## src/rtl/lcd_slot_scanner_pkg.sv

```systemverilog
// Shared types and constants for the LCD slot scanner and its shadow store.
// Optional change detection is enabled with SCAN_CHANGE_DETECT_EN.
package lcd_slot_scanner_pkg;

  localparam int SLOT_W            = 6;
  localparam int NAME_W            = 40;
  localparam int VALUE_W           = 32;
  localparam int DEFAULT_NUM_SLOTS = 44;

  typedef enum logic [2:0] {
    ST_GAP,
    ST_PRESENT,
    ST_SETTLE,
    ST_CAPTURE,
    ST_EMIT
  } scan_state_t;

  typedef struct packed {
    logic [SLOT_W-1:0]  slot;
    logic [NAME_W-1:0]  name;
    logic [VALUE_W-1:0] value;
  } upd_rec_t;

endpackage

```

## src/rtl/lcd_slot_shadow.sv

```systemverilog
// Per-slot shadow of the last emitted {valid, name, value}, used only when
// SCAN_CHANGE_DETECT_EN is defined. Slots are addressed 1..NUM_SLOTS.
module lcd_slot_shadow
  import lcd_slot_scanner_pkg::*;
#(
  parameter int NUM_SLOTS = DEFAULT_NUM_SLOTS
) (
  input  logic               clk,
  input  logic               reset,
  input  logic [SLOT_W-1:0]  rd_slot,
  output logic               rd_valid,
  output logic [NAME_W-1:0]  rd_name,
  output logic [VALUE_W-1:0] rd_value,
  input  logic               wr_en,
  input  logic [SLOT_W-1:0]  wr_slot,
  input  logic [NAME_W-1:0]  wr_name,
  input  logic [VALUE_W-1:0] wr_value,
  input  logic               clr_en,
  input  logic [SLOT_W-1:0]  clr_slot
);

  logic [NUM_SLOTS-1:0]         valid_q;
  logic [NAME_W+VALUE_W-1:0]    data_q [NUM_SLOTS];
  logic [SLOT_W-1:0]            rd_idx;
  logic [SLOT_W-1:0]            wr_idx;
  logic [SLOT_W-1:0]            clr_idx;

  assign rd_idx  = rd_slot  - 1'b1;
  assign wr_idx  = wr_slot  - 1'b1;
  assign clr_idx = clr_slot - 1'b1;

  assign rd_valid = valid_q[rd_idx];
  assign rd_name  = data_q[rd_idx][NAME_W+VALUE_W-1:VALUE_W];
  assign rd_value = data_q[rd_idx][VALUE_W-1:0];

  // Only the valid bits need reset; stale data behind a clear bit is ignored.
  always_ff @(posedge clk) begin
    if (reset) begin
      valid_q <= '0;
    end else begin
      if (clr_en) valid_q[clr_idx] <= 1'b0;
      if (wr_en)  valid_q[wr_idx]  <= 1'b1;
    end
  end

  always_ff @(posedge clk) begin
    if (wr_en) data_q[wr_idx] <= {wr_name, wr_value};
  end

endmodule

```

## src/rtl/lcd_slot_scanner.sv

```systemverilog
// Sweeps display slots 1..NUM_SLOTS, samples the responder and offers update
// records to the LCD renderer. SCAN_CHANGE_DETECT_EN suppresses unchanged slots.
module lcd_slot_scanner
  import lcd_slot_scanner_pkg::*;
#(
  parameter int NUM_SLOTS     = DEFAULT_NUM_SLOTS,
  parameter int SETTLE_CYCLES = 2,
  parameter int SWEEP_GAP     = 16
) (
  input  logic               clk,
  input  logic               reset,
  output logic [SLOT_W-1:0]  display_number,
  input  logic               display_valid,
  input  logic [NAME_W-1:0]  display_name,
  input  logic [VALUE_W-1:0] display_value,
  output logic               upd_valid,
  input  logic               upd_ready,
  output logic [SLOT_W-1:0]  upd_slot,
  output logic [NAME_W-1:0]  upd_name,
  output logic [VALUE_W-1:0] upd_value,
  output logic               sweep_done,
  input  logic               freeze
);

  localparam int GAP_W = (SWEEP_GAP > 1) ? $clog2(SWEEP_GAP) : 1;
  localparam int SET_W = (SETTLE_CYCLES > 1) ? $clog2(SETTLE_CYCLES) : 1;
  localparam logic [GAP_W-1:0]  GAP_LAST  = GAP_W'(SWEEP_GAP - 1);
  localparam logic [SET_W-1:0]  SET_LAST  = SET_W'(SETTLE_CYCLES - 1);
  localparam logic [SLOT_W-1:0] LAST_SLOT = SLOT_W'(NUM_SLOTS);

  scan_state_t       state_q, state_d;
  logic [GAP_W-1:0]  gap_q, gap_d;
  logic [SET_W-1:0]  settle_q, settle_d;
  logic [SLOT_W-1:0] num_q, num_d;
  upd_rec_t          rec_q, rec_d;
  logic              valid_q, valid_d;
  logic              done_q, done_d;
  logic              advance;
  logic              emittable;

`ifdef SCAN_CHANGE_DETECT_EN
  logic               sh_valid;
  logic [NAME_W-1:0]  sh_name;
  logic [VALUE_W-1:0] sh_value;
  logic               sh_wr;
  logic               sh_clr;

  assign sh_wr  = (state_q == ST_EMIT) && upd_ready;
  assign sh_clr = (state_q == ST_CAPTURE) && !display_valid;

  lcd_slot_shadow #(.NUM_SLOTS(NUM_SLOTS)) u_shadow (
    .clk      (clk),
    .reset    (reset),
    .rd_slot  (num_q),
    .rd_valid (sh_valid),
    .rd_name  (sh_name),
    .rd_value (sh_value),
    .wr_en    (sh_wr),
    .wr_slot  (rec_q.slot),
    .wr_name  (rec_q.name),
    .wr_value (rec_q.value),
    .clr_en   (sh_clr),
    .clr_slot (num_q)
  );

  assign emittable = display_valid &&
                     (!sh_valid || (display_name != sh_name) || (display_value != sh_value));
`else
  assign emittable = display_valid;
`endif

  always_ff @(posedge clk) begin
    if (reset) begin
      state_q  <= ST_GAP;
      gap_q    <= '0;
      settle_q <= '0;
      num_q    <= SLOT_W'(1);
      rec_q    <= '0;
      valid_q  <= 1'b0;
      done_q   <= 1'b0;
    end else begin
      state_q  <= state_d;
      gap_q    <= gap_d;
      settle_q <= settle_d;
      num_q    <= num_d;
      rec_q    <= rec_d;
      valid_q  <= valid_d;
      done_q   <= done_d;
    end
  end

  always_comb begin
    state_d  = state_q;
    gap_d    = gap_q;
    settle_d = settle_q;
    num_d    = num_q;
    rec_d    = rec_q;
    valid_d  = 1'b0;
    done_d   = 1'b0;
    advance  = 1'b0;

    case (state_q)
      // Freeze only bites here, so a sweep already underway always completes.
      ST_GAP: begin
        if (!freeze) begin
          if (gap_q == GAP_LAST) begin
            gap_d   = '0;
            num_d   = SLOT_W'(1);
            state_d = ST_PRESENT;
          end else begin
            gap_d = gap_q + 1'b1;
          end
        end
      end
      ST_PRESENT: begin
        settle_d = '0;
        state_d  = (SETTLE_CYCLES == 0) ? ST_CAPTURE : ST_SETTLE;
      end
      ST_SETTLE: begin
        if (settle_q == SET_LAST) state_d = ST_CAPTURE;
        else                      settle_d = settle_q + 1'b1;
      end
      ST_CAPTURE: begin
        if (emittable) begin
          rec_d   = '{slot: num_q, name: display_name, value: display_value};
          valid_d = 1'b1;
          state_d = ST_EMIT;
        end else begin
          advance = 1'b1;
        end
      end
      ST_EMIT: begin
        valid_d = !upd_ready;
        advance = upd_ready;
      end
      default: state_d = ST_GAP;
    endcase

    if (advance) begin
      if (num_q == LAST_SLOT) begin
        done_d  = 1'b1;
        state_d = ST_GAP;
      end else begin
        num_d   = num_q + 1'b1;
        state_d = ST_PRESENT;
      end
    end
  end

  assign display_number = num_q;
  assign upd_valid      = valid_q;
  assign upd_slot       = rec_q.slot;
  assign upd_name       = rec_q.name;
  assign upd_value      = rec_q.value;
  assign sweep_done     = done_q;

endmodule

```

## config.mk

```make
export PLATFORM = sky130hd
export DESIGN_NAME = lcd_slot_scanner
export DESIGN_NICKNAME = d
export VERILOG_FILES = /design/src/rtl/lcd_slot_scanner_pkg.sv /design/src/rtl/lcd_slot_shadow.sv /design/src/rtl/lcd_slot_scanner.sv
export SDC_FILE = /design/constraint.sdc
export NUM_CORES = 1
export LEC_CHECK = 0
export ABC_AREA = 1
export CAP_MARGIN = 20
export CORE_MARGIN = 5
export CORE_UTILIZATION = 38
export CTS_CLUSTER_DIAMETER = 60
export DETAILED_ROUTE_END_ITERATION = 10
export GPL_TIMING_DRIVEN = 0
export PLACE_DENSITY = 0.81
export SYNTH_ARGS = -nofsm -noshare
export SYNTH_HDL_FRONTEND = slang
export SYNTH_SLANG_ARGS = --single-unit
export TNS_END_PERCENT = 1
```

## constraint.sdc

```tcl
create_clock -name clk -period 1.1 [get_ports clk]
set_input_delay 0.165 -clock clk [delete_from_list [all_inputs] [get_ports clk]]
set_output_delay 0.165 -clock clk [all_outputs]
set_load 0.005 [all_outputs]
```

==> results of run 1 <==
-- per-layer routing --
metal,vias to the layer above,routed length (um)
met5,-,0
li1,1953,-
met2,186,6477
met1,1908,4946
met4,0,394
met3,39,1196
-- worst max-delay path by stage --
stage | slack [ns] | cells after the start | start | to
after floorplan | -0.04 | 7 | state_q[1]$_SDFFE_PP0P_ | display_number[4]$_SDFF_PP0_
after global placement | -0.39 | 6 | state_q[1]$_SDFFE_PP0P_ | upd_value[27]$_SDFFE_PP0P_
after detailed placement | -0.46 | 6 | state_q[1]$_SDFFE_PP0P_ | upd_value[19]$_SDFFE_PP0P_
after CTS | -0.18 | 8 | state_q[1]$_SDFFE_PP0P_ | display_number[4]$_SDFF_PP0_
after global routing | -0.24 | 8 | state_q[0]$_SDFFE_PP0P_ | display_number[1]$_SDFF_PP0_
final | -0.19 | 7 | display_number[0]$_SDFF_PP1_ | display_number[4]$_SDFF_PP0_
-- cells in the final DEF (no fill, tap or decap), types with 15 or more instances in the layout --
cell type / count
dfxtp_2: 73
clkdlybuf4s15_1: 22
clkbuf_2: 37
clkbuf_1: 15
a21oi_2: 23
nand3_1: 84
a21oi_1: 62
buf_2: 17
clkdlybuf4s50_1: 74
nand2_1: 106
nor2_1: 15
-- repair_timing --
action / CTS / global route
setup endpoints to repair: 177 / 162
buffers inserted: 15 / 3
pin swaps: 11 / 51
gates resized for setup: 265 / 155
-- stage by stage --
| stage | TNS (ns) | cell area [sq um] | hold WS, ns | util | setup slack [ns] |
|---|---|---|---|---|---|
| 2_1_floorplan | -0.5968 | 3681 | 0.3294 | - | -0.04450 |
| 3_3_place_gp | -28.42 | 5444 | 0.4486 | 0.5836 | -0.3934 |
| 3_5_place_dp | -32.98 | 5444 | 0.4532 | 0.5836 | -0.4575 |
| 4_1_cts | -13.75 | 5954 | 0.3214 | 0.6384 | -0.1797 |
| 5_1_grt | -16.63 | 6007 | 0.3542 | 0.6440 | -0.2444 |
| 6_report | -10.93 | 6007 | 0.3364 | 0.6440 | -0.1867 |
-- worst reg2reg max path: stages (launching register included) --
cell      delay (ns)
dfxtp_4         0.37
buf_6           0.13
ha_4            0.14
inv_2           0.06
o21bai_4        0.13
nand3_1         0.11
or2_0           0.23
nand2_1         0.07
-- sequential cells by signal, indices dropped and copies added (netlist names) --
name and count:
upd_valid 1, sweep_done 1, upd_value 32, display_number 6, state_q 3, gap_q 4, upd_slot 6, settle_q 1
upd_name 40
-- logic make-up (layout without fill, tap and decap cells) --
group	after synthesis	in the layout	synth area share
buffers and inverters	53	247	0.06584
xor gates and xnor gates	1	1	0.002389
adders and majority gates	3	3	0.01024
AOI/OAI and AO/OA	92	92	0.1283
DFF	94	94	0.5131
and+or+nand+nor	229	229	0.2801
-- report_power, final --
part	switching [mW]	internal, mW	total, mW
Sequential	0.00789	3.39	3.39
Clock	1.27	0.845	2.12
Combinational	0.188	0.262	0.450
Total	1.47	4.49	5.96
-- area by class of cell --
cell class,count,area (sq um),area share
flip-flops and latches,94,1999,0.3328
multi-input cells,325,1792,0.2983
repair buffers,178,1526,0.2541
plain buffers,35,285.3,0.04749
well taps,129,161.4,0.02687
clock buffers,10,127.6,0.02125
inverters,18,70.07,0.01166
clock inverters,6,45.04,0.007498
==> impl_metrics.env, run 1 <==
export IMPL_port_buffers=160
export IMPL_violations="negative setup slack"
export IMPL_synth_nets=552
export IMPL_fmax_ghz=0.7772
export IMPL_cts_root_buf="clkbuf_8"
export IMPL_netlist_top_cell_by_area="dfxtp_1"
export IMPL_netlist_area_leader_share=0.5131
export IMPL_slowest_delay_ns=0.37
export IMPL_gr_max_usage_layer="met2"
export IMPL_insertion_delay_ns=0.36
export IMPL_use_met2=0.3619
export IMPL_use_met3=0.05791
export IMPL_cp_slowest_cell="dfxtp_4"
export IMPL_rows=35
export IMPL_synthTopCellsByArea="dfxtp_1 (51%), nand3_1 (12%), a21oi_1 (12%)"
export IMPL_drtIter0Drc=243
export IMPL_rsz0062_at_grt="yes"
export IMPL_setup_viol=96
export IMPL_antenna_left=0
export IMPL_slew_headroom=0.5679
export IMPL_diodes=0
export IMPL_antenna_found_initial=0
export IMPL_hp_class="in2reg"
export IMPL_p_leak_nw=2.295
export IMPL_grt_met1_usage=0.2404
export IMPL_hp_start="reset"
export IMPL_synth_flop_cell="dfxtp_1"
export IMPL_first_pass_iters=4
export IMPL_worstPathArrival_ns=1.59
export IMPL_worstSetupStartpointType="flip-flop"
export IMPL_status="finished with violations"
export IMPL_place_congestion=0.8949
export IMPL_r2r_cells=7
export IMPL_die_width_um=108.2
export IMPL_grt_pass1_wl_mm=19.33
export IMPL_synth_area_sq_um=3667
export IMPL_cts_buffers=9
export IMPL_ys_ff_latch=94
export IMPL_ys_warn_count=0
export IMPL_core_area_sq_um=9328
export IMPL_skew_ns=0.01445
export IMPL_r2r_end="display_number[4]$_SDFF_PP0_"
export IMPL_crit_buf_inv=2
export IMPL_grt_pass1_vias=3961
export IMPL_tightest_slew_ns=0.6481
export IMPL_period_needed_ns=1.287
export IMPL_h_tree_depth=3
export IMPL_vias_per_cell=5.140
export IMPL_path_clk_slew_ns=0.10
export IMPL_finalHoldViolCount=0
export IMPL_syn_inst=472
export IMPL_end_kind="flip-flop"
export IMPL_synth_seq_area_share=0.5131
export IMPL_crit_family="simple AND/OR/NAND/NOR gates"
export IMPL_clockBufferDepth=2
export IMPL_area_growth_pct=63.80
export IMPL_ys_types=25
export IMPL_fin_total_pwr_mw=5.962
export IMPL_rrSetupSlack_ns=-0.19
export IMPL_ctsHoldBuffers=0
export IMPL_fin_crit_sh=1.170
export IMPL_r2r_start="display_number[0]$_SDFF_PP1_"
export IMPL_nets=741
export IMPL_drc=0
export IMPL_ir_worst_vdd_mv=0.7281
export IMPL_synth_most_common_cell="nand2_1"
export IMPL_clock_sinks=94
export IMPL_layout_setup_ws_ns=-0.1867
export IMPL_synthTopCellsByCount="nand2_1 (108), dfxtp_1 (94), nand3_1 (89)"
export IMPL_synth_async_reset_ratio=0
export IMPL_nFillCells=806
export IMPL_cp_data_required_time_ns=1.41
export IMPL_cp_cell_sequence="buf_6 > ha_4 > inv_2 > o21bai_4 > nand3_1 > or2_0 > nand2_1"
export IMPL_grt_overflow_total=0
export IMPL_fin_cells=795
export IMPL_holdPathEnd="display_number[1]$_SDFF_PP0_"
export IMPL_p_per_area_nw_per_um2=992.5
export IMPL_maxCapViolations=0
export IMPL_wirelength_mm=13.01
export IMPL_path_max_fanout=5
export IMPL_synth_edf_count=0
export IMPL_hpwlAfterDp_mm=9.035
export IMPL_vias=4086
export IMPL_grt_total_usage=0.2064
export IMPL_worstSetupPathType="reg2reg"
export IMPL_maxSlewViolCount=0
export IMPL_numPlacedInstances=761
export IMPL_whs_path_depth=4
export IMPL_die_height_um=108.2
export IMPL_synth_avg_cell_area_sq_um=7.770
export IMPL_cts_tree="built"
export IMPL_start_util=0.3932
export IMPL_ioPinCount=163
export IMPL_drive_gt1_frac=0.3619
export IMPL_dieArea_sq_um=11710
export IMPL_grt_max_degree=17
export IMPL_avgRoutedWirePerCell_um=16.37
Power figures use the tool's default switching activity.
==> run 2: changes to the inputs <==
--- a/config.mk
+++ b/config.mk
@@ -6,6 +6,7 @@
 export NUM_CORES = 1
 export LEC_CHECK = 0
 export ABC_AREA = 1
+export ABC_CLOCK_PERIOD_IN_PS = 1100
 export CAP_MARGIN = 20
 export CORE_MARGIN = 5
 export CORE_UTILIZATION = 38
==> results of run 2 <==
The final DEF is identical to that of run 1; final timing and power are the same.
==> run 3: changes to the inputs <==
--- a/config.mk
+++ b/config.mk
@@ -12,7 +12,6 @@
 export CORE_UTILIZATION = 38
 export CTS_CLUSTER_DIAMETER = 60
 export DETAILED_ROUTE_END_ITERATION = 10
-export GPL_TIMING_DRIVEN = 0
 export PLACE_DENSITY = 0.81
 export SYNTH_ARGS = -nofsm -noshare
 export SYNTH_HDL_FRONTEND = slang
==> run 3 against run 2 <==
- the run still ends with negative setup slack left
- flip-flop and latch count unchanged
- count of clock-buffer cells in the layout unchanged
- cell count down 1.6%
- critical path depth unchanged
- worst setup slack better by 0.0036 ns
- largest cell class unchanged
- maximum frequency up 0.28%
- largest power group unchanged
- wire length down 11%
- combinational power down 1%
==> impl_metrics.env, run 3 (synthesis gave the netlist of run 1 again) <==
export IMPL_pwr_share_comb=0.076
export IMPL_p_sw_mw=1.375
export IMPL_start_util=0.3932
export IMPL_cts_buffers=9
export IMPL_fin_crit_sh=1.166
export IMPL_drtIter0Drc=176
export IMPL_nFillCells=806
export IMPL_pwr_share_clk=0.344
export IMPL_die_width_um=108.2
export IMPL_cp_slowest_cell="dfxtp_4"
export IMPL_cp_cell_sequence="nand2_4 > nor2_4 > nand2_2 > nand2_4 > nand2_4 > or2_0 > nand2_1"
export IMPL_tightest_slew_ns=0.2956
export IMPL_cts_tree="built"
export IMPL_r2r_start="state_q[0]$_SDFFE_PP0P_"
export IMPL_final_cell_mix="nand2_1 (105), nand3_1 (87), clkdlybuf4s50_1 (74)"
export IMPL_vias_per_cell=4.985
export IMPL_h_tree_depth=3
export IMPL_intPower_mw=4.479
export IMPL_maxSlewViolCount=0
export IMPL_grt_pass1_vias=3882
export IMPL_slew_headroom=0.8029
export IMPL_hp_class="in2reg"
export IMPL_insertion_delay_ns=0.36
export IMPL_path_clk_slew_ns=0.08
export IMPL_holdPathEnd="display_number[3]$_SDFF_PP0_"
export IMPL_layout_commonest_cell="nand2_1"
export IMPL_grt_overflow_total=0
export IMPL_setup_viol=90
export IMPL_rows=35
export IMPL_antenna_left=0
export IMPL_path_common_cell="nand2_4"
export IMPL_nets=729
export IMPL_whs_path_depth=4
export IMPL_antenna_found_initial=0
export IMPL_grt_total_usage=0.1932
export IMPL_ioPinCount=163
export IMPL_core_area_sq_um=9328
export IMPL_wirelength_mm=11.64
export IMPL_fmax_ghz=0.7793
export IMPL_r2r_cells=7
export IMPL_drive_gt1_frac=0.3262
export IMPL_skew_ns=0.01096
export IMPL_area_growth_pct=58.96
export IMPL_drc=0
export IMPL_crit_buf_inv=0
export IMPL_cts_root_buf="clkbuf_8"
export IMPL_rsz0062_at_grt="yes"
export IMPL_clockBufferDepth=2
export IMPL_slowest_delay_ns=0.39
export IMPL_p_per_area_nw_per_um2=1004
export IMPL_r2r_end="display_number[4]$_SDFF_PP0_"
export IMPL_grt_max_degree=58
export IMPL_diodes=0
export IMPL_final_util=0.6250
export IMPL_first_pass_iters=5
export IMPL_finalHoldViolCount=0
export IMPL_pre_cts_slack_ns=-0.2475
export IMPL_status="finished with violations"
export IMPL_ir_worst_vdd_mv=0.5277
export IMPL_path_max_fanout=8
export IMPL_hpwlAfterDp_mm=8.138
export IMPL_worstPathArrival_ns=1.58
export IMPL_fin_hold_ws_ns=0.2559
export IMPL_period_needed_ns=1.283
export IMPL_violations="negative setup slack"
export IMPL_power_switching_share=0.2348
export IMPL_clock_sinks=94
export IMPL_maxCapViolations=0
export IMPL_avgRoutedWirePerCell_um=14.88
export IMPL_fin_cells=782
export IMPL_dieArea_sq_um=11710
export IMPL_port_buffers=162
export IMPL_numPlacedInstances=759
export IMPL_largest_reg_flops=40
export IMPL_die_height_um=108.2
export IMPL_p_seq_frac=0.580
export IMPL_grt_pass1_wl_mm=18.47
export IMPL_hp_start="reset"
export IMPL_place_congestion=0.8079
export IMPL_rrSetupSlack_ns=-0.18
export IMPL_vias=3898
export IMPL_p_leak_nw=2.223
export IMPL_layout_setup_ws_ns=-0.1831
export IMPL_end_kind="flip-flop"
export IMPL_crit_family="simple AND/OR/NAND/NOR gates"
export IMPL_cp_data_required_time_ns=1.39
export IMPL_worstSetupStartpointType="flip-flop"
export IMPL_ctsHoldBuffers=0
export IMPL_worstSetupPathType="reg2reg"
[run 3: cell types whose count changed in the layout (fill, tap and decap cells not counted), sizes merged]
cell	previous run	this run
clkdlybuf4s15	29	39
clkinvlp	0	1
buf	53	47
clkbuf	61	47
dlygate4sd2	6	4
inv	21	19
[run 3: per-stage QoR]
step / total power [mW] / setup TNS (ns) / instance area [sq um]
4_1_cts: 5.906 / -12.06 / 5899
3_5_place_dp: 3.921 / -13.76 / 5588
6_report: 5.853 / -10.53 / 5829
3_3_place_gp: 3.915 / -10.71 / 5588
2_1_floorplan: 3.601 / -0.5968 / 3681
5_1_grt: 6.076 / -17.14 / 5829
[run 3: area by class of cell]
class / count / area [sq um] / share of cell area
inverter: 18 / 67.56 / 0.01159
clock inverter: 5 / 35.03 / 0.006010
timing repair buffer: 201 / 1784 / 0.3061
sequential: 94 / 1982 / 0.3400
multi-input combinational: 325 / 1672 / 0.2868
tap: 129 / 161.4 / 0.02769
clock buffer: 10 / 127.6 / 0.02189
[run 3: power by group through the flow]
stage	clock, mW	combinational, mW	sequential [mW]
5_1_grt	2.21	0.473	3.40
3_3_place_gp	0	0.426	3.49
6_report	2.01	0.445	3.39
2_1_floorplan	0	0.112	3.49
3_5_place_dp	0	0.432	3.49
4_1_cts	2.07	0.435	3.40
[run 3: per-layer routing]
layer | vias to the layer above | wire (um) | track usage
li1 | 1924 | - | -
met2 | 139 | 5773 | 0.3406
met4 | 0 | 187 | 0.06132
met3 | 19 | 999 | 0.05433
met1 | 1816 | 4674 | 0.2267
met5 | - | 0 | 0
[run 3: worst max path at each step]
stage | from | endpoint | slack [ns] | depth (start not counted)
2_1_floorplan | state_q[1]$_SDFFE_PP0P_ | display_number[4]$_SDFF_PP0_ | -0.04 | 7
3_3_place_gp | freeze | display_number[1]$_SDFF_PP0_ | -0.21 | 9
3_5_place_dp | freeze | display_number[1]$_SDFF_PP0_ | -0.25 | 9
4_1_cts | state_q[1]$_SDFFE_PP0P_ | display_number[4]$_SDFF_PP0_ | -0.18 | 7
5_1_grt | display_number[0]$_SDFF_PP1_ | display_number[5]$_SDFF_PP0_ | -0.28 | 9
6_report | state_q[0]$_SDFFE_PP0P_ | display_number[4]$_SDFF_PP0_ | -0.18 | 7
[run 3: repair_timing]
action                                 4_1_cts  5_1_grt
setup endpoints to repair                  176      157
buffers inserted                             7        1
endpoints found under the hold margin        0        0
pin swaps                                    1       10
gates resized for setup                    218      112
[run 3: worst min-delay path: stages]
cell     delay, ns
buf_2         0.15
inv_1         0.13
nand2_1       0.09
nor2_1        0.03
